File: src/rtl/stage_one_pkg.sv
// Shared definitions for the stage-one arbiter slice.
// Widths, watchdog default and sequencer state encodings.
package stage_one_pkg;

    localparam int FLT_DATA_WIDTH = 32;
    localparam int CORDIC_WIDTH   = 22;
    localparam int TIMEOUT_CYCLES = 64;
    localparam int TMR_WIDTH      = 8;

    typedef enum logic [2:0] {
        S_IDLE,
        S_ISSUE,
        S_WAIT,
        S_HOLD,
        S_ABORT
    } state_t;

endpackage

File: src/rtl/rr_grant2.sv
// Two-way round-robin grant with its own last-grant register.
// Ready is combinational from valid so a grant can complete in one cycle.
module rr_grant2 (
    input  logic clk,
    input  logic rst,
    input  logic valid0,
    input  logic valid1,
    input  logic enable,
    output logic grant,
    output logic ready0,
    output logic ready1,
    output logic fire
);

    logic last_grant;

    // On a tie the requester not served last wins.
    always_comb begin
        grant = 1'b0;
        if (valid0 && valid1) begin
            grant = ~last_grant;
        end else if (valid1) begin
            grant = 1'b1;
        end
    end

    assign ready0 = enable & valid0 & ~grant;
    assign ready1 = enable & valid1 & grant;
    assign fire   = ready0 | ready1;

    always_ff @(posedge clk) begin
        if (rst) begin
            last_grant <= 1'b1;
        end else if (fire) begin
            last_grant <= grant;
        end
    end

endmodule

File: src/rtl/stage_one_arbiter.sv
// Two-port arbiter and sequencer in front of the stage-one front end.
// Issues one job at a time, holds the operand, and guards it with a watchdog.
module stage_one_arbiter #(
    parameter int FLT_DATA_WIDTH = stage_one_pkg::FLT_DATA_WIDTH,
    parameter int CORDIC_WIDTH   = stage_one_pkg::CORDIC_WIDTH,
    parameter int TIMEOUT_CYCLES = stage_one_pkg::TIMEOUT_CYCLES,
    parameter int TMR_WIDTH      = stage_one_pkg::TMR_WIDTH
) (
    input  logic                      clk,
    input  logic                      rst,
    input  logic                      req0_valid,
    input  logic [FLT_DATA_WIDTH-1:0] req0_x,
    output logic                      req0_ready,
    input  logic                      req1_valid,
    input  logic [FLT_DATA_WIDTH-1:0] req1_x,
    output logic                      req1_ready,
    output logic                      s1_rst,
    output logic                      s1_start,
    output logic                      s1_clk_en,
    output logic [FLT_DATA_WIDTH-1:0] s1_x,
    input  logic                      s1_done,
    input  logic [FLT_DATA_WIDTH-1:0] s1_half,
    input  logic [FLT_DATA_WIDTH-1:0] s1_square,
    input  logic [CORDIC_WIDTH-1:0]   s1_cordic,
    output logic                      resp_valid,
    input  logic                      resp_ready,
    output logic                      resp_id,
    output logic                      resp_err,
    output logic [FLT_DATA_WIDTH-1:0] resp_half,
    output logic [FLT_DATA_WIDTH-1:0] resp_square,
    output logic [CORDIC_WIDTH-1:0]   resp_cordic,
    output logic                      busy
);

    import stage_one_pkg::*;

    state_t state;
    state_t state_next;

    logic                      grant;
    logic                      handshake;
    logic                      in_idle;
    logic                      wd_expired;
    logic [TMR_WIDTH-1:0]      wd;
    logic [FLT_DATA_WIDTH-1:0] x_reg;

    assign in_idle    = (state == S_IDLE);
    assign wd_expired = (wd == TMR_WIDTH'(TIMEOUT_CYCLES - 1));

    rr_grant2 u_grant (
        .clk    (clk),
        .rst    (rst),
        .valid0 (req0_valid),
        .valid1 (req1_valid),
        .enable (in_idle),
        .grant  (grant),
        .ready0 (req0_ready),
        .ready1 (req1_ready),
        .fire   (handshake)
    );

    always_comb begin
        state_next = state;
        unique case (state)
            S_IDLE:  if (handshake) state_next = S_ISSUE;
            S_ISSUE: state_next = S_WAIT;
            // A done on the final watchdog cycle still completes normally.
            S_WAIT: begin
                if (s1_done) begin
                    state_next = S_HOLD;
                end else if (wd_expired) begin
                    state_next = S_ABORT;
                end
            end
            S_ABORT: state_next = S_HOLD;
            S_HOLD:  if (resp_ready) state_next = S_IDLE;
            default: state_next = S_IDLE;
        endcase
    end

    assign s1_start   = (state == S_ISSUE);
    assign s1_clk_en  = (state == S_ISSUE) | (state == S_WAIT);
    assign s1_rst     = rst | (state == S_ABORT);
    assign s1_x       = x_reg;
    assign resp_valid = (state == S_HOLD);
    assign busy       = ~in_idle;

    always_ff @(posedge clk) begin
        if (rst) begin
            state       <= S_IDLE;
            wd          <= '0;
            x_reg       <= '0;
            resp_id     <= 1'b0;
            resp_err    <= 1'b0;
            resp_half   <= '0;
            resp_square <= '0;
            resp_cordic <= '0;
        end else begin
            state <= state_next;
            if (handshake) begin
                x_reg   <= grant ? req1_x : req0_x;
                resp_id <= grant;
            end
            if (state == S_ISSUE) begin
                wd <= '0;
            end else if (state == S_WAIT) begin
                wd <= wd + 1'b1;
            end
            if (state == S_WAIT && s1_done) begin
                resp_half   <= s1_half;
                resp_square <= s1_square;
                resp_cordic <= s1_cordic;
                resp_err    <= 1'b0;
            end
            if (state == S_ABORT) begin
                resp_half   <= '0;
                resp_square <= '0;
                resp_cordic <= '0;
                resp_err    <= 1'b1;
            end
        end
    end

endmodule

File: config.mk
export PLATFORM = sky130hd
export DESIGN_NAME = stage_one_arbiter
export DESIGN_NICKNAME = d
export VERILOG_FILES = /design/src/rtl/stage_one_pkg.sv /design/src/rtl/rr_grant2.sv /design/src/rtl/stage_one_arbiter.sv
export SDC_FILE = /design/constraint.sdc
export NUM_CORES = 1
export LEC_CHECK = 0
export ABC_AREA = 1
export CORE_MARGIN = 2
export CORE_UTILIZATION = 43
export DETAILED_ROUTE_END_ITERATION = 16
export GPL_TIMING_DRIVEN = 0
export PLACE_DENSITY_LB_ADDON = 0.05
export SLEW_MARGIN = 20
export SYNTH_ARGS = -nofsm -noshare
export SYNTH_HDL_FRONTEND = slang
export SYNTH_HIERARCHICAL = 1
export SYNTH_SLANG_ARGS = --single-unit
export TNS_END_PERCENT = 1
File: constraint.sdc
create_clock -name clk -period 3.5 [get_ports clk]
set_input_delay 0.525 -clock clk [delete_from_list [all_inputs] [get_ports clk]]
set_output_delay 0.525 -clock clk [all_outputs]
set_load 0.03 [all_outputs]
==> results by group, run 1 <==
STA
  • Slew Limit Headroom: between 60% and 70%
  • Final setup TNS: 0 ps
  • Hold Vio Cnt, Final: 0
  • Fin crit share: roughly 84%
  • Fin crit period: 2940 ps
  • # setup viols final: 0
  • Final Max Slew Viols: 0
  • Max Clock Skew: about 7.6 ps
  • RSZ-0062 raised after global routing: false
  • Achievable Freq: 340 MHz
  • Worst slew pin tran: 503 ps

Pwr
  • VDD IR max: roughly 0.00040 V
  • PwrDens: approximately 660 nW/um^2
  • P_leak: around 3.5 nW
  • Tot Pwr: 5.99 mW

Drt
  • TritonRoute pass-1 iters: 5
  • Vias per inst: approximately 4.9
  • DR vias: ~5800
  • Post-Route WL: between 15 and 20 mm
  • DRT iter0 DRCs: roughly 370
  • Wirelength per Cell: between 10 and 15 um
  • DRC Markers: 0
  • Post-route ant nets: 0

Setup path
  • Buf+Inv Stages, Crit Path: 4
  • Worst reg2reg setup slack: ~1400 ps
  • Reg2reg path depth: 10
  • Crit-path max FO: 10
  • Endpoint of the worst-slack reg-to-reg timing path: s1_x[30]$_SDFFE_PP0P_
  • Crit path kind: primary input to primary output
  • Worst Path Required: between 2000 and 3000 ps
  • CP top delay family: buffers and inverters
  • Worst setup SP type: primary input
  • Critical path's most frequent cell: clkdlybuf4s50_1
  • Slowest cell delay on critical path: about 710 ps
  • Slowest cell on crit path: clkdlybuf4s50_1
  • Critical Path AT: 2410 ps
  • Critical-path cell list: clkdlybuf4s50_1 > inv_2 > nand2_2 > buf_2 > clkdlybuf4s50_1
  • Critical Path End Type: primary output
  • R2R Path Start: state[1]$_SDFFE_PP0P_

Outcome
  • Status: complete, no violations

GRT
  • Vias in the first global route: 5383
  • Total GRT Usage: 24.8%
  • First-pass GRT wire length: around 26 mm
  • Initial antenna violation count: 0
  • Largest net degree at the start of global routing: 17
  • GRT overflow: 0

CTS
  • TritonCTS Buffers: 17
  • Clock buffer depth: 2
  • H-tree Lvls: 4
  • Clk slew on worst S/H paths: 50 ps
  • CTS tree: done
  • Setup bufs post-CTS: 0
  • Post-CTS sizing: 0
  • Worst-Skew Late Latency: roughly 420 ps
  • Clock sink count: 132
  • CTS root buf: clkbuf_16
  • Cts hold-fix bufs: 0

Yosys
  • Post-synth EDFFs: 0
  • Synth Warn #: 6
  • Xor/xnor share of the synthesized area: less than 1%
  • Most frequently used flop master after synthesis: dfxtp_1
  • Largest family of logic cells by synthesized area: simple AND/OR/NAND/NOR gates
  • Synthesized Nets: around 860
  • Mux cell area share after synthesis: 0%
  • Most frequent cell after synthesis: nand2_1
  • Register area share after synthesis: approximately half
  • Asr flop ratio synth: 0%
  • Mapped Area: roughly 5500 sq um
  • Complex-gate fraction of the synthesized area: roughly 15%
  • #FFs+latches synth: 132
  • Post-synth cell types: 26
  • Synth top cells by count: nand2_1 (176), dfxtp_1 (132), nand3_1 (127)
  • Post-Syn Area per Cell: between 7 and 8 sq um
  • Area share of the largest cell type after synthesis: roughly half
  • Simple-gate portion of the synthesized area: a little over a quarter
  • Top cells by area, synth: dfxtp_1 (48%), nand2_1 (12%), nand3_1 (12%)
  • Synthesized instance count: 700
  • Leading area contributor after synthesis: dfxtp_1
  • Synth Area in Adders: less than 1%

Worst hold path
  • Hold Crit Start: wd[5]$_SDFFE_PP0N_
  • Hold path endpoint: wd[5]$_SDFFE_PP0N_
  • Hold Path Cell Cnt: 2
  • Worst hold path type: flop to flop

Cells and area
  • Number of diodes: 0
  • FILL cells: between 1000 and 1500
  • Design area: roughly 9100 sq um
  • Area growth syn-to-layout: 66.2%
  • Fin nets: 1157
  • Share of layout cells above drive strength 1: a little over a tenth

Floorplanning
  • IO Count: about 280
  • Initial Util: around 44%
  • Die ar.: roughly 14000 sq um
  • Core footprint: 12500 sq um
  • Die height: 117 um
  • Row count: 41
  • Die Wd: 117 um

Place
  • Dpl cell area: ~8500 sq um
  • GP Congestion: ~0.8
  • HPWL Detailed: approximately 13 mm
  • Port Buffers: roughly 280

Run
  • Max Cap Viol: 0
cells by family (layout without fill, tap and decap cells):
logic type      Yosys count  count (layout)
xor+xnor                  2               2
simple gates            326             326
buf+inv                 109             422
fa+ha+maj                 1               1
compound gates          130             130
flops                   132             132
report_power, final:
group | internal, mW | switching, mW
sequential | 1.77 | 0.144
clock | 1.10 | 0.633
combinational | 0.950 | 1.40
area by class of cell:
cell class                      instances  area (sq um)  share of cell area, %
Buffer                                 55           305                   3.37
Clock buffer                           22           474                   5.24
Clock inverter                         10           105                   1.16
Inverter                               54           205                   2.27
Multi-Input combinational cell        459          2300                   25.4
Sequential cell                       132          2640                   29.2
Tap cell                              172           215                   2.38
Timing Repair Buffer                  281          2810                   31.1
sequential cells by signal (all words and copies together), names as in the netlist:
signal	flops
resp_half	32
resp_square	32
s1_x	32
resp_cordic	22
wd	8
state	3
resp_err	1
resp_id	1
u_grant/last_grant	1
cell usage in the layout, fill, tap and decap left out, types with 2 or more instances in the layout:
master,count
clkdlybuf4s50_1,281
a21oi_1,63
buf_4,7
buf_6,5
nand2_2,2
buf_2,28
clkbuf_1,13
clkinv_2,6
inv_2,3
nand3_2,2
o21ai_0,4
buf_1,4
dfxtp_1,132
inv_1,50
a21oi_2,30
nand3_1,127
clkbuf_8,3
clkbuf_16,17
bufinv_16,2
nand2_1,176
xor2_1,2
o211ai_1,32
clkinvlp_4,2
nor2_1,14
worst register-to-register path, delay by kind of cell (launching register included):
family	cells	cell delay, ps
flops	1	290
compound gates	1	170
buf+inv	5	980
simple gates	4	630
stage by stage:
stage	utilization (%)	worst slack, ps	hold slack [ps]	instances
after floorplan	-	1650	423	700
after global placement	67.7	541	434	1153
after detailed placement	67.7	559	442	1153
after CTS	72.4	548	449	1185
after global routing	72.4	472	478	1185
final	72.4	563	447	1185
worst max path at each step:
| stage | slack (ps) | endpoint | startpoint | cells past startpoint |
|---|---|---|---|---|
| floorplan | 1650 | req0_ready | state[1]$_SDFFE_PP0P_ | 6 |
| global placement | 540 | s1_rst | rst | 5 |
| detailed placement | 560 | s1_rst | rst | 5 |
| CTS | 550 | s1_rst | rst | 5 |
| global route | 470 | s1_rst | rst | 5 |
| finish | 560 | s1_rst | rst | 5 |
metal layers:
| metal | vias up | GRT usage, % | routed length [um] |
|---|---|---|---|
| li1 | 2923 | - | - |
| met1 | 2642 | 27.6 | 6900 |
| met2 | 212 | 43.6 | 8620 |
| met3 | 30 | 8.72 | 1460 |
| met4 | 0 | 9.57 | 492 |
| met5 | - | 0 | 0 |
(Power assumes the default switching activity.)
==> inputs of run 2 (changes only) <==
--- a/config.mk
+++ b/config.mk
@@ -7,7 +7,7 @@
 export LEC_CHECK = 0
 export ABC_AREA = 1
 export CORE_MARGIN = 2
-export CORE_UTILIZATION = 43
+export CORE_UTILIZATION = 36
 export DETAILED_ROUTE_END_ITERATION = 16
 export GPL_TIMING_DRIVEN = 0
 export PLACE_DENSITY_LB_ADDON = 0.05
==> constraint.sdc (replaced) <==
create_clock -name clk -period 2.45 [get_ports clk]
set_input_delay 0.3675 -clock clk [delete_from_list [all_inputs] [get_ports clk]]
set_output_delay 0.3675 -clock clk [all_outputs]
set_load 0.03 [all_outputs]
==> results by group, run 2 (synthesized netlist as in run 1, its figures left out) <==
Worst hold path
  • Hold Crit Start: s1_done
  • Hold Path Cell Cnt: 3 (+1)
  • Worst hold path type: primary input to flop
  • Hold path endpoint: state[2]$_SDFFE_PP0P_

Cells and area
  • Fin cells: 1195 (+0.84%)
  • Share of layout cells above drive strength 1: 10.6% (-0.37 points)
  • Commonest non-fill, non-tap cells in the layout: clkdlybuf4s50_1 (278), nand2_1 (176), dfxtp_1 (132)
  • Final Util: 61.6% (-11 points)
  • FILL cells: 1366 (+28%)
  • Number of diodes: 0 (unchanged)
  • Area growth syn-to-layout: 65.5%
  • Multi-input gate area: 2300 sq um (unchanged)
  • Fin nets: 1157 (unchanged)
  • Register Area: 2640 sq um (unchanged)
  • Design area: 9020 sq um (-0.40%)
  • Most common cell after layout, fill and taps aside: clkdlybuf4s50_1

CTS
  • Setup bufs post-CTS: 0 (unchanged)
  • Worst-Skew Late Latency: 410 ps (about the same)
  • Post-CTS sizing: 3 (+3)
  • CTS root buf: clkbuf_16
  • Cts hold-fix bufs: 0 (unchanged)
  • Clk slew on worst S/H paths: 50 ps (about the same)
  • Clock sink count: 132 (unchanged)
  • Clock buffer depth: 2 (unchanged)
  • TritonCTS Buffers: 17 (unchanged)
  • H-tree Lvls: 4 (unchanged)
  • CTS tree: done

Drt
  • Post-Route WL: 17.6 mm (+0.61%)
  • DRC Markers: 0 (unchanged)
  • DRT iter0 DRCs: 285 (-23%)
  • Vias per inst: 4.73 (-3.4%)
  • TritonRoute pass-1 iters: 4 (-1)
  • DR vias: 5655 (-2.6%)
  • Wirelength per Cell: 14.7 um (-0.23%)
  • Post-route ant nets: 0 (unchanged)

STA
  • Fin crit share: 96.5%
  • Achievable Freq: ~420 MHz
  • Worst hold margin: 405 ps (-42.4 ps)
  • RSZ-0062 raised after global routing: false
  • Slew Limit Headroom: 66.1% (-0.33 points)
  • Max Clock Skew: 5.62 ps (-1.95 ps)
  • Final worst setup slack: 86.6 ps (-476 ps)
  • # setup viols final: 0 (unchanged)
  • Worst slew pin tran: 508 ps (+4.94 ps)
  • Hold Vio Cnt, Final: 0 (unchanged)
  • Final setup TNS: 0 ps (unchanged)
  • Fin crit period: 2360 ps
  • Final Max Slew Viols: 0 (unchanged)

Setup path
  • Worst Path Required: 2080 ps (-890 ps)
  • Worst setup SP type: primary input
  • Critical Path End Type: primary output
  • Crit path kind: primary input to primary output
  • Worst reg2reg setup slack: 370 ps (-1010 ps)
  • R2R Path Start: state[1]$_SDFFE_PP0P_
  • Endpoint of the worst-slack reg-to-reg timing path: s1_x[28]$_SDFFE_PP0P_
  • Reg2reg path depth: 10 (unchanged)
  • Crit-path max FO: 10 (unchanged)
  • Critical Path AT: 2000 ps (-410 ps)

GRT
  • Met2 GRT Util: 35.3% (-8.3 points)
  • Total GRT Usage: 21.6% (-3.2 points)
  • GRT overflow: 0 (unchanged)
  • Global routing usage on met3: 6.07% (-2.6 points)
  • Global routing usage on met1: 27.5% (-0.13 points)
  • Vias in the first global route: 5412 (+0.54%)
  • Initial antenna violation count: 0 (unchanged)
  • First-pass GRT wire length: 27.8 mm (+5.3%)
  • Largest net degree at the start of global routing: 17 (unchanged)
  • Grt peak-use layer: met2

Pwr
  • Tot Pwr: 8.35 mW (+39%)
  • VDD IR max: 0.000466 V (+15%)
  • PwrDens: 926 nW/um^2 (+40%)
  • P_leak: 3.49 nW (-0.44%)

Place
  • Pre-CTS WS: -225 ps (-784 ps)
  • DP Cell Count: 1165 (+1.0%)
  • Dpl cell area: 8490 sq um (+0.18%)
  • GP Congestion: 0.791 (-3.0%)
  • HPWL Detailed: 13.1 mm (+1.6%)
  • Port Buffers: 281 (unchanged)

Floorplanning
  • Row count: 44 (+7.3%)
  • Die height: 127 um (+9.0%)
  • Core footprint: 14600 sq um (+17%)
  • Die ar.: 16100 sq um (+19%)
  • Die Wd: 127 um (+9.0%)
  • Initial Util: 37.2% (-6.3 points)
  • IO Count: 283 (unchanged)

Outcome
  • Status: complete, no violations

Run
  • Max Cap Viol: 0 (unchanged)
[run 2: per-layer routing]
metal | routed length (um) | part of all wire (%)
met1 | 7770 | 44
met2 | 8320 | 47
met3 | 1120 | 6.3
met4 | 369 | 2.1
met5 | 0 | 0
[run 2: cell type report]
cell class | instances | area share (%)
Timing Repair Buffer | 281 | 31.1
Sequential cell | 132 | 29.3
Multi-Input combinational cell | 459 | 25.5
Clock buffer | 26 | 5.64
Buffer | 55 | 3.38
Tap cell | 184 | 2.55
Inverter | 54 | 2.27
Clock inverter | 4 | 0.250
[run 2: worst max-delay path by stage]
stage / endpoint / depth (start not counted) / start
CTS: s1_rst / 5 / rst
finish: s1_rst / 5 / rst
detailed placement: s1_rst / 5 / rst
floorplan: s1_x[23]$_SDFFE_PP0P_ / 10 / state[1]$_SDFFE_PP0P_
global route: s1_rst / 5 / rst
global placement: s1_rst / 5 / rst
[run 2: where the power goes]
part,leakage [nW],total (mW),switching (mW),internal (mW)
clock,0.262,2.29,0.877,1.41
sequential,1.07,2.72,0.197,2.52
combinational,2.15,3.34,1.99,1.35
total,3.49,8.35,3.07,5.28
[run 2: critical path: stages]
cell             delay [ps]
clkdlybuf4s50_1         630
inv_2                   130
nand2_2                 190
buf_2                   250
dlygate4sd2_1           430
==> inputs of run 3 (changes only) <==
--- a/config.mk
+++ b/config.mk
@@ -6,9 +6,10 @@
 export NUM_CORES = 1
 export LEC_CHECK = 0
 export ABC_AREA = 1
-export CORE_MARGIN = 2
-export CORE_UTILIZATION = 36
+export CORE_AREA = 2 2 109 111
 export DETAILED_ROUTE_END_ITERATION = 16
+export DIE_AREA = 0 0 111 113
+export DONT_BUFFER_PORTS = 1
 export GPL_TIMING_DRIVEN = 0
 export PLACE_DENSITY_LB_ADDON = 0.05
 export SLEW_MARGIN = 20
==> results by group, run 3 (synthesized netlist as in run 1, its figures left out) <==
Setup path
  • Crit path from: state[1]$_SDFFE_PP0P_
  • Worst setup SP type: flop
  • Reg2reg path depth: 10 (unchanged)
  • Worst Path Required: 2080 ps (about the same)
  • Critical-path cell list: buf_4 > nor2_1 > nand2_1 > inv_1 > nand2_1 > nor2_2
  • R2R Path Start: state[1]$_SDFFE_PP0P_
  • Critical Path End Type: primary output
  • Crit-path max FO: 6 (-4)
  • Setup crit end: req0_ready
  • Slowest cell delay on critical path: 360 ps (-270 ps)
  • Critical Path AT: 1950 ps (-50 ps)
  • Worst reg2reg setup slack: 200 ps (-170 ps)
  • Endpoint of the worst-slack reg-to-reg timing path: s1_x[14]$_SDFFE_PP0P_
  • Slowest cell on crit path: nor2_2
  • Crit path kind: flop to primary output
  • Critical path's most frequent cell: nand2_1

CTS
  • TritonCTS Buffers: 17 (unchanged)
  • Clock sink count: 132 (unchanged)
  • Setup bufs post-CTS: 0 (unchanged)
  • CTS root buf: clkbuf_16
  • CTS tree: done
  • Clk slew on worst S/H paths: 60 ps (about the same)
  • H-tree Lvls: 4 (unchanged)
  • Clock buffer depth: 2 (unchanged)
  • Worst-Skew Late Latency: 410 ps (about the same)

Floorplanning
  • Die height: 113 um (-11%)
  • Row count: 39 (-11%)
  • IO Count: 283 (unchanged)
  • Die ar.: 12500 sq um (-22%)
  • Initial Util: 48.4% (+11 points)
  • Die Wd: 111 um (-13%)
  • Core footprint: 11300 sq um (-23%)

Cells and area
  • Share of layout cells above drive strength 1: 15.6% (+5.0 points)
  • Number of diodes: 0 (unchanged)
  • Most common cell after layout, fill and taps aside: nand2_1
  • Fin cells: 876 (-27%)
  • Fin nets: 877 (-24%)
  • Area growth syn-to-layout: 15.0%
  • Commonest non-fill, non-tap cells in the layout: nand2_1 (176), dfxtp_1 (132), nand3_1 (127)

STA
  • Slew Limit Headroom: 55.1% (-11 points)
  • Worst slew pin tran: 672 ps (+164 ps)
  • Final Max Slew Viols: 0 (unchanged)
  • Worst hold margin: 16.6 ps (-388 ps)
  • # setup viols final: 0 (unchanged)
  • Fin crit share: 94.8% (-1.7 points)
  • Fin crit period: 2320 ps (-41.4 ps)
  • Final setup TNS: 0 ps (unchanged)
  • RSZ-0062 raised after global routing: true
  • Hold Vio Cnt, Final: 0 (unchanged)
  • Achievable Freq: 431 MHz (+1.8%)
  • Max Clock Skew: 4.39 ps (-1.23 ps)

Place
  • GP Congestion: 0.852 (+7.7%)
  • DP Cell Count: 843 (-28%)
  • HPWL Detailed: 11.8 mm (-11%)
  • Port Buffers: 0 (-100%)

Drt
  • DR vias: 4871 (-14%)
  • Post-Route WL: 15.6 mm (-11%)
  • TritonRoute pass-1 iters: 5 (+1)
  • DRC Markers: 0 (unchanged)
  • DRT iter0 DRCs: 354 (+24%)
  • Wirelength per Cell: 17.8 um (+21%)
  • Post-route ant nets: 0 (unchanged)
  • Vias per inst: 5.56 (+18%)

Pwr
  • Gate power share: 20.9% (-19 points)
  • Sequential Power Share: 44.9% (+12 points)
  • Pint: 4.83 mW (-8.5%)
  • PwrDens: 1240 nW/um^2 (+34%)
  • VDD IR max: 0.000612 V (+31%)
  • Tot Pwr: 7.79 mW (-6.7%)
  • P_leak: 2.50 nW (-28%)
  • Clock share of power: 34.2% (+6.8 points)
  • Switching Share: 37.9% (+1.2 points)
  • Net Sw Power: 2.96 mW (-3.6%)

GRT
  • Initial antenna violation count: 0 (unchanged)
  • GRT overflow: 0 (unchanged)
  • First-pass GRT wire length: 24.5 mm (-12%)
  • Total GRT Usage: 24.5% (+2.9 points)
  • Largest net degree at the start of global routing: 17 (unchanged)
  • Vias in the first global route: 4780 (-12%)

Outcome
  • Status: complete, no violations

Run
  • Max Cap Viol: 0 (unchanged)

Worst hold path
  • Worst hold path type: primary input to flop
-- run 3: power groups by stage --
stage,logic (mW),clock network [mW],registers (mW)
2_1_floorplan,1.30,0,3.42
5_1_grt,1.85,2.80,3.53
6_report,1.63,2.66,3.50
3_5_place_dp,1.62,0,3.53
3_3_place_gp,1.58,0,3.54
4_1_cts,1.63,2.70,3.50
-- run 3: metal layers --
layer	share of wire, %	vias up	global-route usage (%)
met5	0	-	0
met4	2.6	0	10.8
met1	37	2252	26.3
met2	51	230	43.9
li1	-	2356	-
met3	8.8	33	8.41
-- run 3: through the flow --
step	util (%)	area, sq um	setup WS, ps
after CTS	55.5	6250	110
after detailed placement	49.9	5630	185
final	55.6	6270	128
after floorplan	-	5450	603
after global routing	55.6	6270	-1.58
after global placement	49.9	5630	228
-- run 3: repair_timing --
action                                 CTS  global route
gates resized for setup                  0             2
endpoints found under the hold margin    0             1
setup endpoints to repair                0            14
hold buffers                             0             1
-- run 3: final cells by class --
type	count	area (sq um)
Buffer	55	308
Clock inverter	11	155
Clock buffer	21	470
Tap cell	143	179
Multi-Input combinational cell	459	2300
Sequential cell	132	2640
Inverter	54	205
Timing Repair Buffer	1	10.0
Fill cell	1092	5000
-- run 3: how the worst min path moves through the flow --
stage,endpoint,startpoint,slack (ps),cells past startpoint
detailed placement,resp_err$_SDFFE_PP0N_,rst,440,1
CTS,state[0]$_SDFFE_PP0P_,rst,0.7,1
global placement,wd[5]$_SDFFE_PP0N_,wd[5]$_SDFFE_PP0N_,440,2
floorplan,wd[5]$_SDFFE_PP0N_,wd[5]$_SDFFE_PP0N_,420,2
finish,state[0]$_SDFFE_PP0P_,rst,20,1
global route,state[0]$_SDFFE_PP0P_,rst,3,1
-- run 3: worst max-delay path: cells and delay by family, from the launching register on --
family | cells | cell delay (ps)
buffers and inverters | 2 | 310
DFF | 1 | 300
and+or+nand+nor | 4 | 940
